**src/rtl/sar_search_8bit.sv**
```systemverilog
// Binary-search initiator for a magnitude comparator: drives trial values on A and
// narrows [lo, hi] from the less/equal/greater flags until it finds the value on B.
module sar_search_8bit #(
    parameter int WIDTH = 8,
    parameter int SW    = 4
) (
    input  logic             clk,
    input  logic             rst_n,
    input  logic             start,
    output logic [WIDTH-1:0] guess,
    input  logic             A_less_B,
    input  logic             A_equal_B,
    input  logic             A_great_B,
    output logic             busy,
    output logic             done,
    output logic             found,
    output logic             err,
    output logic [WIDTH-1:0] result,
    output logic [SW-1:0]    steps
);
    typedef enum logic [1:0] {IDLE, PROBE, DONE} state_t;

    localparam logic [WIDTH-1:0] MAX = '1;

    state_t           state_q, state_d;
    logic [WIDTH-1:0] lo_q, lo_d, hi_q, hi_d;
    logic [WIDTH-1:0] guess_q, guess_d, result_q, result_d;
    logic [SW-1:0]    steps_q, steps_d;
    logic             busy_q, busy_d, done_q, done_d;
    logic             found_q, found_d, err_q, err_d;

    logic [WIDTH-1:0] lo_n, hi_n;
    logic [WIDTH:0]   mid_sum;
    logic             fin;

    always_comb begin
        state_d  = state_q;
        lo_d     = lo_q;
        hi_d     = hi_q;
        guess_d  = guess_q;
        result_d = result_q;
        steps_d  = steps_q;
        busy_d   = busy_q;
        done_d   = 1'b0;
        found_d  = found_q;
        err_d    = err_q;
        lo_n     = lo_q;
        hi_n     = hi_q;
        mid_sum  = '0;
        fin      = 1'b0;

        case (state_q)
            IDLE, DONE: begin
                if (start) begin
                    lo_d    = '0;
                    hi_d    = MAX;
                    guess_d = MAX >> 1;
                    steps_d = '0;
                    found_d = 1'b0;
                    err_d   = 1'b0;
                    busy_d  = 1'b1;
                    state_d = PROBE;
                end
            end
            PROBE: begin
                // Every probe cycle counts, including the one that terminates the search.
                steps_d = steps_q + SW'(1);
                case ({A_less_B, A_equal_B, A_great_B})
                    3'b010: begin
                        result_d = guess_q;
                        found_d  = 1'b1;
                        fin      = 1'b1;
                    end
                    3'b100: begin
                        if (guess_q == MAX) begin
                            err_d = 1'b1;
                            fin   = 1'b1;
                        end else begin
                            lo_n = guess_q + WIDTH'(1);
                        end
                    end
                    3'b001: begin
                        if (guess_q == '0) begin
                            err_d = 1'b1;
                            fin   = 1'b1;
                        end else begin
                            hi_n = guess_q - WIDTH'(1);
                        end
                    end
                    default: begin
                        err_d = 1'b1;
                        fin   = 1'b1;
                    end
                endcase

                if (!fin) begin
                    if (lo_n > hi_n) begin
                        err_d = 1'b1;
                        fin   = 1'b1;
                    end else begin
                        // One extra bit so lo+hi near 2*MAX cannot wrap.
                        mid_sum = {1'b0, lo_n} + {1'b0, hi_n};
                        guess_d = WIDTH'(mid_sum >> 1);
                        lo_d    = lo_n;
                        hi_d    = hi_n;
                    end
                end

                if (fin) begin
                    busy_d  = 1'b0;
                    done_d  = 1'b1;
                    state_d = DONE;
                end
            end
            default: state_d = IDLE;
        endcase
    end

    always_ff @(posedge clk or negedge rst_n) begin
        if (!rst_n) begin
            state_q  <= IDLE;
            lo_q     <= '0;
            hi_q     <= MAX;
            guess_q  <= '0;
            result_q <= '0;
            steps_q  <= '0;
            busy_q   <= 1'b0;
            done_q   <= 1'b0;
            found_q  <= 1'b0;
            err_q    <= 1'b0;
        end else begin
            state_q  <= state_d;
            lo_q     <= lo_d;
            hi_q     <= hi_d;
            guess_q  <= guess_d;
            result_q <= result_d;
            steps_q  <= steps_d;
            busy_q   <= busy_d;
            done_q   <= done_d;
            found_q  <= found_d;
            err_q    <= err_d;
        end
    end

    assign guess  = guess_q;
    assign result = result_q;
    assign steps  = steps_q;
    assign busy   = busy_q;
    assign done   = done_q;
    assign found  = found_q;
    assign err    = err_q;
endmodule

```
**config.mk**
```make
export PLATFORM = sky130hd
export DESIGN_NAME = sar_search_8bit
export DESIGN_NICKNAME = d
export VERILOG_FILES = /design/src/rtl/sar_search_8bit.sv
export SDC_FILE = /design/constraint.sdc
export NUM_CORES = 1
export LEC_CHECK = 0
export CAP_MARGIN = 20
export CORE_ASPECT_RATIO = 1.25
export CORE_MARGIN = 2
export CORE_UTILIZATION = 50
export DETAILED_ROUTE_END_ITERATION = 16
export PLACE_DENSITY = 0.72
export SYNTH_ARGS = -nofsm -noshare
export SYNTH_HDL_FRONTEND = slang
export SYNTH_SLANG_ARGS = --single-unit
```
**constraint.sdc**
```tcl
create_clock -name clk -period 10.1 [get_ports clk]
set_input_delay 1.515 -clock clk [delete_from_list [all_inputs] [get_ports clk]]
set_output_delay 1.515 -clock clk [all_outputs]
set_load 0.05 [all_outputs]
```
==> flow_summary.json <==
{
  "drc": 0,
  "cts_setup_buffers": 0,
  "p_sw_mw": 0.3201,
  "powerDensity_nw_per_um2": 235.0,
  "start_util_pct": 52.07,
  "clkPwrFrac_pct": 18.1,
  "pwr-share-comb_pct": 48.5,
  "skew_ns": 0.005930,
  "synthMuxAreaShare_pct": 5.073,
  "hold_depth": 2,
  "gp_congestion": 0.8802,
  "seqCellArea_um2": 1061,
  "synth-async-reset-ratio_pct": 100.0,
  "synthSimpleGateAreaFrac_pct": 17.75,
  "yosysMostFrequentCell": "dfrtp_1",
  "wirelength_mm": 5.984,
  "num_rows": 29,
  "tightestPinTransition_ns": 0.9716,
  "core_um2": 5116,
  "dieHeight_um": 85.61,
  "first_global_vias": 2090,
  "syn-num-nets": 323,
  "n_antenna_cell": 0,
  "final.setup.tns_ns": 0,
  "grt_overflow_total": 0,
  "synth_adder_area_share_pct": 10.15,
  "drtAntennaViolNets": 0,
  "r2r-start": "guess[0]",
  "drt_iter0_markers": 131,
  "die_w_um": 69.29,
  "rr_worst_depth": 14,
  "crit_required_ns": 10.29,
  "root_buffer": "clkbuf_8",
  "clkSinkCount": 42,
  "max_slew_margin_pct": 35.23,
  "finish.utilization_pct": 60.53,
  "clock.fmax_ghz": 0.1724,
  "antenna_found_initial": 0,
  "grt_pass1_wl_mm": 9.929,
  "ys_ff_latch": 42,
  "yosys_warnings": 0,
  "hold_viol_final": 0,
  "syn2layout_area_growth_pct": 16.25,
  "nNetsFinal": 349,
  "finalSetupViolCount": 0,
  "synth.distinct_cells": 37,
  "ys_top_cells_by_count": "34 x dfrtp_1, 33 x nor2_1, 30 x o21ai_0, 22 x nand2_1, 21 x inv_1",
  "cts-resized-gates": 0,
  "drv_slew": 0,
  "synth_top_family_by_area": "simple AND/OR/NAND/NOR gates",
  "crit_type": "input port to flip-flop",
  "clk_pin_slew_ns": 0.08,
  "synth_top_area_share_pct": 31.94,
  "holdBufCountCts": 0,
  "cts_buffers": 5,
  "multi_input_area_um2": 1450,
  "path_max_fanout": 21,
  "worstReg2RegEnd": "guess[3]",
  "synth_edf_count": 0,
  "p_sw_share_pct": 43.98,
  "synth_top_cell_by_area": "dfrtp_1",
  "hold_end": "found",
  "via_per_inst": 5.696,
  "synth_top_cells_by_area": "dfrtp_1 32%, ha_1 9.4%, dfstp_2 7.9%, o21ai_0 5.6%, mux2_2 5.1%",
  "fillerInstances": 469,
  "hold_start": "found",
  "cp-end-kind": "flip-flop",
  "hpwl_mm": 4.330,
  "r2r_slack_ns": 5.17,
  "fin_crit_sh_pct": 57.41,
  "synth-compound-area-share_pct": 16.20,
  "drive_gt1_share_pct": 11.15,
  "portBuffers": 29,
  "synth-xor-area-share_pct": 5.261,
  "outcome": "completed",
  "syn_area_per_cell_um2": 8.999,
  "slowest_stage": "o41ai_4",
  "clk-insertion-delay-late_ns": 0.30,
  "max_stage_delay_ns": 0.62,
  "leakage_nw": 1.319,
  "postSynthCellCount": 296,
  "cap_violations": 0,
  "firstDrtPassIters": 4,
  "rsz0062_at_grt": "false",
  "track_usage_pct": 21.06,
  "routedWlPerCell_um": 15.54,
  "crit_path_cell_trace": "clkdlybuf4s50_1, or3b_1, a21oi_1, buf_4, o21ai_0, o21a_1, ha_1, or4_4, nor4b_2, a21oi_1, o41ai_4, buf_4, mux2_2",
  "ir_drop_uv": 90.97,
  "hold_path.class": "flip-flop to flip-flop",
  "crit_path_start_kind": "input port",
  "crit_arrival_ns": 5.99,
  "synthFlopType": "dfrtp_1",
  "p_int_mw": 0.4077,
  "p_seq_share_pct": 33.4,
  "syn_area_um2": 2664,
  "htree_num_levels": 2,
  "grt_max_degree": 43,
  "min_period_ns": 5.799,
  "clock_path_buffers": 2,
  "yosysSeqAreaShare_pct": 39.83,
  "dieArea_um2": 5931,
  "cts_tree": "built",
  "num_io_pins": 30,
  "vias": 2193
}
==> sequential cells by signal (all words and copies together) (netlist names) <==
name,flops
done,1
busy,1
err,1
hi_q,8
lo_q,8
steps,4
result,8
guess,8
found,1
state_q,2
==> power by group through the flow <==
stage / Sequential [mW] / Clock, mW / Combinational [mW]
global route: 0.250 / 0.139 / 0.380
CTS: 0.243 / 0.133 / 0.353
finish: 0.243 / 0.131 / 0.353
detailed placement: 0.247 / 0 / 0.352
global placement: 0.246 / 0 / 0.349
floorplan: 0.335 / 0 / 0.158
==> critical path: cells and delay by family <==
kind	cells	cell delay (ns)
AO/OA/AOI/OAI	5	1.47
adder cells (fa/ha/maj)	1	0.34
buffers and inverters	3	1.09
multiplexers	1	0.35
AND/OR/NAND/NOR	3	1.22
==> logic make-up (layout without fill, tap and decap cells) <==
kind of cell / Yosys count / after routing
and+or+nand+nor: 98 / 98
AOI/OAI and AO/OA: 71 / 71
xor gates and xnor gates: 16 / 16
adders and majority gates: 21 / 21
muxes: 12 / 12
DFF: 42 / 42
buffers and inverters: 36 / 63
==> placed cells by master, fill, tap and decap left out, types with 7 or more instances in the layout <==
cell / instances
dfrtp_1: 34
clkdlybuf4s50_1: 28
ha_1: 20
inv_1: 21
xnor2_1: 10
mux2_2: 12
o21ai_0: 30
nand3_1: 14
nand2b_1: 7
nor2_1: 33
a21oi_1: 15
dfstp_2: 8
nand2_1: 22
a31oi_1: 11
==> through the flow <==
stage               cell area, µm²  total power [mW]  hold slack (ns)  setup WS, ns  instances
floorplan                     2664            0.4926           0.4793         5.031        296
global placement              2983            0.5950           0.4623         3.834        376
detailed placement            2983            0.5983           0.4717         3.633        376
CTS                           3089            0.7296           0.4893         3.917        384
global route                  3097            0.7693           0.5104         4.040        385
finish                        3097            0.7277           0.4800         4.301        385
==> routing by layer <==
metal  routed length [µm]  global-route usage, %  part of all wire [%]  up-vias
li1                     -                      -                     -     1064
met1                 2587                  26.50                    43     1045
met2                 2949                  35.66                    49       66
met3                  254                  3.643                   4.2       18
met4                  193                  9.269                   3.2        0
met5                    0                      0                     0        -
==> how the worst max path moves through the flow <==
stage	start	endpoint	slack (ns)	cells past startpoint
6_report	A_great_B	guess[3]	4.30	13
5_1_grt	A_great_B	guess[3]	4.04	13
4_1_cts	A_great_B	guess[3]	3.92	12
3_5_place_dp	A_great_B	guess[3]	3.63	12
3_3_place_gp	A_great_B	guess[3]	3.83	12
2_1_floorplan	A_equal_B	guess[3]	5.03	11
==> layout make-up <==
cell class / count / share of cell area, %
sequential: 42 / 34.26
timing repair buffer: 34 / 10.42
multi-input combinational: 218 / 46.83
clock inverter: 1 / 0.9697
clock buffer: 7 / 2.465
tap: 62 / 2.505
inverter: 21 / 2.545
Power figures use the tool's default switching activity.
